===== config.mk =====
export PLATFORM = sky130hd
export DESIGN_NAME = misr_sig_engine_flat
export DESIGN_NICKNAME = d
export VERILOG_FILES = /design/src/rtl/misr_sig_engine_if.sv /design/src/rtl/misr_sig_engine.sv /design/src/flat_wrapper.sv
export SDC_FILE = /design/constraint.sdc
export NUM_CORES = 1
export LEC_CHECK = 0
export BUFFER_PORTS_ARGS = -buffer_cell sky130_fd_sc_hd__buf_2
export CAP_MARGIN = 25
export CORE_UTILIZATION = 40
export DETAILED_ROUTE_END_ITERATION = 10
export SYNTH_ARGS = -nofsm -noshare
export SYNTH_HDL_FRONTEND = slang
export SYNTH_SLANG_ARGS = --single-unit

===== constraint.sdc =====
create_clock -name clk -period 3.5 [get_ports clk]
set_input_delay 0.875 -clock clk [delete_from_list [all_inputs] [get_ports clk]]
set_output_delay 0.875 -clock clk [all_outputs]
set_load 0.05 [all_outputs]

===== src/rtl/misr_sig_engine_if.sv =====
// Bundle of the control, data and result signals of misr_sig_engine.
//   master: drives start/mode/seed/num_cycles/exp_sig/d_valid/d_in/unload,
//           observes sig/busy/done/pass/so.
//   slave : the engine itself.
interface misr_sig_engine_if #(
  parameter int WIDTH = 16,
  parameter int CNT_W = 16
);
  logic             start;
  logic             mode;
  logic [WIDTH-1:0] seed;
  logic [CNT_W-1:0] num_cycles;
  logic [WIDTH-1:0] exp_sig;
  logic             d_valid;
  logic [WIDTH-1:0] d_in;
  logic             unload;
  logic [WIDTH-1:0] sig;
  logic             busy;
  logic             done;
  logic             pass;
  logic             so;

  modport master (
    output start, mode, seed, num_cycles, exp_sig, d_valid, d_in, unload,
    input  sig, busy, done, pass, so
  );
  modport slave (
    input  start, mode, seed, num_cycles, exp_sig, d_valid, d_in, unload,
    output sig, busy, done, pass, so
  );
endinterface


===== src/rtl/misr_sig_engine.sv =====
// MISR / LFSR signature engine for BIST wrappers.
// Compacts WIDTH-bit response words into a signature (mode 0) or free-runs
// as an LFSR pattern source (mode 1) for a programmed number of updates,
// compares the result with an expected signature and can shift it out
// serially, MSB first.
// Ports:
//   clk  - rising-edge clock
//   rst  - synchronous, active-low reset
//   bus  - misr_sig_engine_if.slave: start/mode/seed/num_cycles/exp_sig,
//          d_valid/d_in data, unload request; sig/busy/done/pass/so results
module misr_sig_engine #(
  parameter int               WIDTH = 16,
  parameter logic [WIDTH-1:0] POLY  = WIDTH'(16'h1021),
  parameter int               CNT_W = 16
) (
  input  logic              clk,
  input  logic              rst,
  misr_sig_engine_if.slave  bus
);
  localparam int SH_W = $clog2(WIDTH + 1);

  typedef enum logic [1:0] {IDLE, RUN, DONE, SHIFT} state_t;

  state_t           state;
  logic [WIDTH-1:0] sig_q;
  logic [WIDTH-1:0] exp_q;
  logic [CNT_W-1:0] cnt;
  logic [SH_W-1:0]  sh_cnt;
  logic             mode_q;
  logic             done_q;
  logic             pass_q;
  logic             so_q;
  logic             adv;
  logic [WIDTH-1:0] nxt;

  // Shift-left Galois update; response word folded in only in MISR mode.
  always_comb begin
    adv = mode_q | bus.d_valid;
    nxt = {sig_q[WIDTH-2:0], 1'b0}
        ^ (sig_q[WIDTH-1] ? POLY : '0)
        ^ (mode_q ? '0 : bus.d_in);
  end

  always_ff @(posedge clk) begin
    if (!rst) begin
      state  <= IDLE;
      sig_q  <= '0;
      exp_q  <= '0;
      cnt    <= '0;
      sh_cnt <= '0;
      mode_q <= 1'b0;
      done_q <= 1'b0;
      pass_q <= 1'b0;
      so_q   <= 1'b0;
    end else begin
      case (state)
        IDLE, DONE: begin
          // start wins over unload when both are presented in DONE
          if (bus.start) begin
            sig_q  <= bus.seed;
            cnt    <= bus.num_cycles;
            mode_q <= bus.mode;
            exp_q  <= bus.exp_sig;
            done_q <= 1'b0;
            pass_q <= 1'b0;
            state  <= RUN;
          end else if (state == DONE && bus.unload) begin
            sh_cnt <= SH_W'(WIDTH);
            done_q <= 1'b0;
            state  <= SHIFT;
          end
        end
        RUN: begin
          if (cnt == '0) begin
            // zero-length run: signature stays at the seed
            state  <= DONE;
            done_q <= 1'b1;
            pass_q <= (sig_q == exp_q);
          end else if (adv) begin
            sig_q <= nxt;
            cnt   <= cnt - CNT_W'(1);
            if (cnt == CNT_W'(1)) begin
              // compare against the value being written, not the stale one
              state  <= DONE;
              done_q <= 1'b1;
              pass_q <= (nxt == exp_q);
            end
          end
        end
        SHIFT: begin
          so_q   <= sig_q[WIDTH-1];
          sig_q  <= {sig_q[WIDTH-2:0], 1'b0};
          sh_cnt <= sh_cnt - SH_W'(1);
          if (sh_cnt == SH_W'(1)) begin
            state  <= DONE;
            done_q <= 1'b1;
          end
        end
        default: state <= IDLE;
      endcase
    end
  end

  assign bus.sig  = sig_q;
  assign bus.busy = (state == RUN) || (state == SHIFT);
  assign bus.done = done_q;
  assign bus.pass = pass_q;
  assign bus.so   = so_q;
endmodule


===== src/flat_wrapper.sv =====
// flat-port wrapper written by rule: the top's interface ports become plain ports
module misr_sig_engine_flat 
#(
  parameter int               WIDTH = 16,
  parameter logic [WIDTH-1:0] POLY  = WIDTH'(16'h1021),
  parameter int               CNT_W = 16
)
  (clk, rst, bus_start, bus_mode, bus_seed, bus_num_cycles, bus_exp_sig, bus_d_valid, bus_d_in, bus_unload, bus_sig, bus_busy, bus_done, bus_pass, bus_so);
  misr_sig_engine_if #(.WIDTH(WIDTH), .CNT_W(CNT_W)) bus_i ();
  input  logic clk;
  input  logic rst;
  input wire logic [$bits(bus_i.start)-1:0] bus_start;
  input wire logic [$bits(bus_i.mode)-1:0] bus_mode;
  input wire logic [$bits(bus_i.seed)-1:0] bus_seed;
  input wire logic [$bits(bus_i.num_cycles)-1:0] bus_num_cycles;
  input wire logic [$bits(bus_i.exp_sig)-1:0] bus_exp_sig;
  input wire logic [$bits(bus_i.d_valid)-1:0] bus_d_valid;
  input wire logic [$bits(bus_i.d_in)-1:0] bus_d_in;
  input wire logic [$bits(bus_i.unload)-1:0] bus_unload;
  output wire logic [$bits(bus_i.sig)-1:0] bus_sig;
  output wire logic [$bits(bus_i.busy)-1:0] bus_busy;
  output wire logic [$bits(bus_i.done)-1:0] bus_done;
  output wire logic [$bits(bus_i.pass)-1:0] bus_pass;
  output wire logic [$bits(bus_i.so)-1:0] bus_so;
  assign bus_i.start = bus_start;
  assign bus_i.mode = bus_mode;
  assign bus_i.seed = bus_seed;
  assign bus_i.num_cycles = bus_num_cycles;
  assign bus_i.exp_sig = bus_exp_sig;
  assign bus_i.d_valid = bus_d_valid;
  assign bus_i.d_in = bus_d_in;
  assign bus_i.unload = bus_unload;
  assign bus_sig = bus_i.sig;
  assign bus_busy = bus_i.busy;
  assign bus_done = bus_i.done;
  assign bus_pass = bus_i.pass;
  assign bus_so = bus_i.so;
  misr_sig_engine #(.WIDTH(WIDTH), .POLY(POLY), .CNT_W(CNT_W)) u_core (.clk(clk), .rst(rst), .bus(bus_i));
endmodule

==> metrics <==
# diodes=0; Lkg Pwr=~1.9 nW; final setup TNS=0 ns; Placement Rows=34; final hold violation count=0; final setup vio count=0; DR pass1 iterations=4; Ys Warns=0; Yosys top cell area share=0.323; placer congestion estimate=slightly below 0.8; VDD IR-drop max=0.000198 V; synthesized instance count=~470; crit share post-route=0.736; DRC viols=0; top post-synthesis cells by count=nand2_1 (73), nor2_1 (60), dfxtp_1 (59); Post-Syn Nets=~550; type of the worst min-delay path=reg -> reg; nets=between 600 and 700; Pwr Density=about 480 nW/um^2; Yosys reg bits=59; fmax=between 300 and 400 MHz; total CTS buffers=9; fraction of layout cells with a size suffix above 1=0.225; Die Y=about 98 um; RSZ-0062 raised after global routing=no; GRT Util Overall=0.206; Design Area, Final=between 4000 and 5000 sq um; Mean Syn Cell Area=roughly 7.8 sq um; flip-flop and latch area=approximately 1200 sq um; Fin Clk Skew=0.00570 ns; area delta synth->final=18.8%; # IOs=90; Seq/Total Area, Yosys=0.323; Slew Viols, Final=0; Port Buf Inserts=89; Worst setup SP type=flop; Slew @ Worst Pin=between 1 and 1.5 ns; Root Driver=clkbuf_8; multi-input combinational cell area=between 2000 and 2500 sq um; Initial Util=0.417; via count of the routed design=3427; vias in the first global route=approximately 3200; fraction of registers with async set or reset after synthesis=0; Synth cell types=47; FILL cells=~910; global-route wire length before repair=15900 um; Slew HR=0.328; Sink Count=between 50 and 60; Post-CTS Setup Inserts=0; largest net degree at the start of global routing=35; CTS H-Tree Depth=3; Top FF cell, synth=dfxtp_1; Post-synth EDFFs=0; Avg Vias per Cell=around 5.2; CP Class=reg -> reg; Area contributors post-synth=dfxtp_1 (32%), xnor2_1 (8.4%), nand2_1 (7.5%); cts repair resizes=0; Worst-path clk slew=about 0.07 ns; Hold Buf Count CTS=0; Non-Filler Instances=~660; Arrival @ worst endpoint=2.80 ns; Horiz. Die Dim=97.6 um; placed cells=between 600 and 700; CP max FO=19; CTS tree=done; Setup crit end kind=flop; synthesized area=approximately 3700 sq um; CTS Buffer Depth=2; min Tclk post-route=roughly 2.6 ns; outcome=finished, final reports clean; 1st-iter DRT viols=115; DR WL/cell=~15 um; Clk Latency, worst-skew pair=0.33 ns; Die ar.=roughly 9500 sq um; placed instance area=4150 sq um; count leader, synth=nand2_1; MaxCap Viol Count=0; initial antenna violation count=0; Worst Path Required=roughly 3.7 ns; grt ovf=0; cell taking the most area after synthesis=dfxtp_1; detailed placer's ending HPWL=between 7000 and 8000 um; number of routed nets with antenna violations=0; core area=approximately 8800 sq um; final wirelength=roughly 9700 um
-- placed cells by master (no fill, tap or decap), drive strengths merged, types with 2 or more instances in the layout --
cell type / n
nor2: 60
a31oi: 2
nand4: 3
nor3: 5
or3: 2
o221ai: 3
clkbuf: 11
nor4: 10
o22ai: 2
mux2i: 18
xnor2: 35
buf: 96
dfxtp: 59
xor2: 19
o21a: 3
a21oi: 51
o22a: 2
inv: 8
ha: 5
nor4b: 2
nand2: 73
nand2b: 16
o21ai: 11
a211oi: 18
nand3: 6
a221oi: 2
clkinv: 3
o31ai: 2
o221a: 5
nor2b: 6
-- cell type report --
type	instances	area share
flip-flops and latches	59	0.272
multi-input cells	371	0.527
inverters	8	0.00692
well taps	108	0.0311
repair buffers	96	0.118
clock buffers	11	0.0326
clock inverters	5	0.0121
-- power by group --
part | switching, mW | internal (mW)
clock | 0.270 | 0.345
sequential | 0.0938 | 0.730
combinational | 0.366 | 0.266
total | 0.729 | 1.34
-- path summary, 6_finish.rpt --
path / startpoint / to / slack [ns] / depth (start not counted)
worst max-delay path: u_core.cnt[0]$_SDFFE_PN0P_ / u_core.cnt[6]$_SDFFE_PN0P_ / 0.92 / 10
worst min-delay path: u_core.bus.so$_SDFFE_PN0P_ / u_core.bus.so$_SDFFE_PN0P_ / 0.46 / 2
worst max register to register: u_core.cnt[0]$_SDFFE_PN0P_ / u_core.cnt[6]$_SDFFE_PN0P_ / 0.92 / 10
worst min register to register: u_core.bus.so$_SDFFE_PN0P_ / u_core.bus.so$_SDFFE_PN0P_ / 0.46 / 2
-- through the flow --
stage | hold slack, ns | util | setup WS (ns) | power (mW)
after CTS | 0.470 | 0.495 | 0.909 | 2.09
after floorplan | 0.448 | - | 1.41 | 1.31
after global placement | 0.452 | 0.473 | 1.04 | 1.46
after detailed placement | 0.461 | 0.473 | 0.929 | 1.47
final | 0.463 | 0.495 | 0.925 | 2.07
after global routing | 0.491 | 0.495 | 0.687 | 2.18
-- kinds of logic (layout without fill, tap and decap cells) --
logic type,Yosys count,in the layout,synth area share
mux,18,18,0.0493
xor+xnor,55,55,0.136
flops,59,59,0.323
simple gates,185,185,0.237
fa+ha+maj,5,5,0.0171
compound gates,108,108,0.187
buf+inv,41,120,0.0507
-- metal layers --
layer	track usage	routed length, um	share of wire
met5	0	0	0
met4	0.0679	81	0.0084
met3	0.0396	517	0.053
met2	0.316	4270	0.44
met1	0.290	4810	0.50
-- critical path, stage by stage (launching register included) --
cell      delay, ns
dfxtp_1        0.34
inv_1          0.12
ha_1           0.18
nor3b_1        0.24
nand4_2        0.12
buf_4          0.25
o21ai_0        0.10
a21o_1         0.29
nand2b_1       0.44
nor2_1         0.10
o221a_2        0.28
-- state kept, by name (all words and copies together) (netlist names) --
| register | count |
|---|---|
| u_core.bus.done | 1 |
| u_core.mode_q | 1 |
| u_core.bus.pass | 1 |
| u_core.exp_q | 16 |
| u_core.cnt | 16 |
| u_core.bus.sig | 16 |
| u_core.bus.so | 1 |
| u_core.state | 2 |
| u_core.sh_cnt | 5 |
No activity file was read; power rests on OpenSTA's default activity.
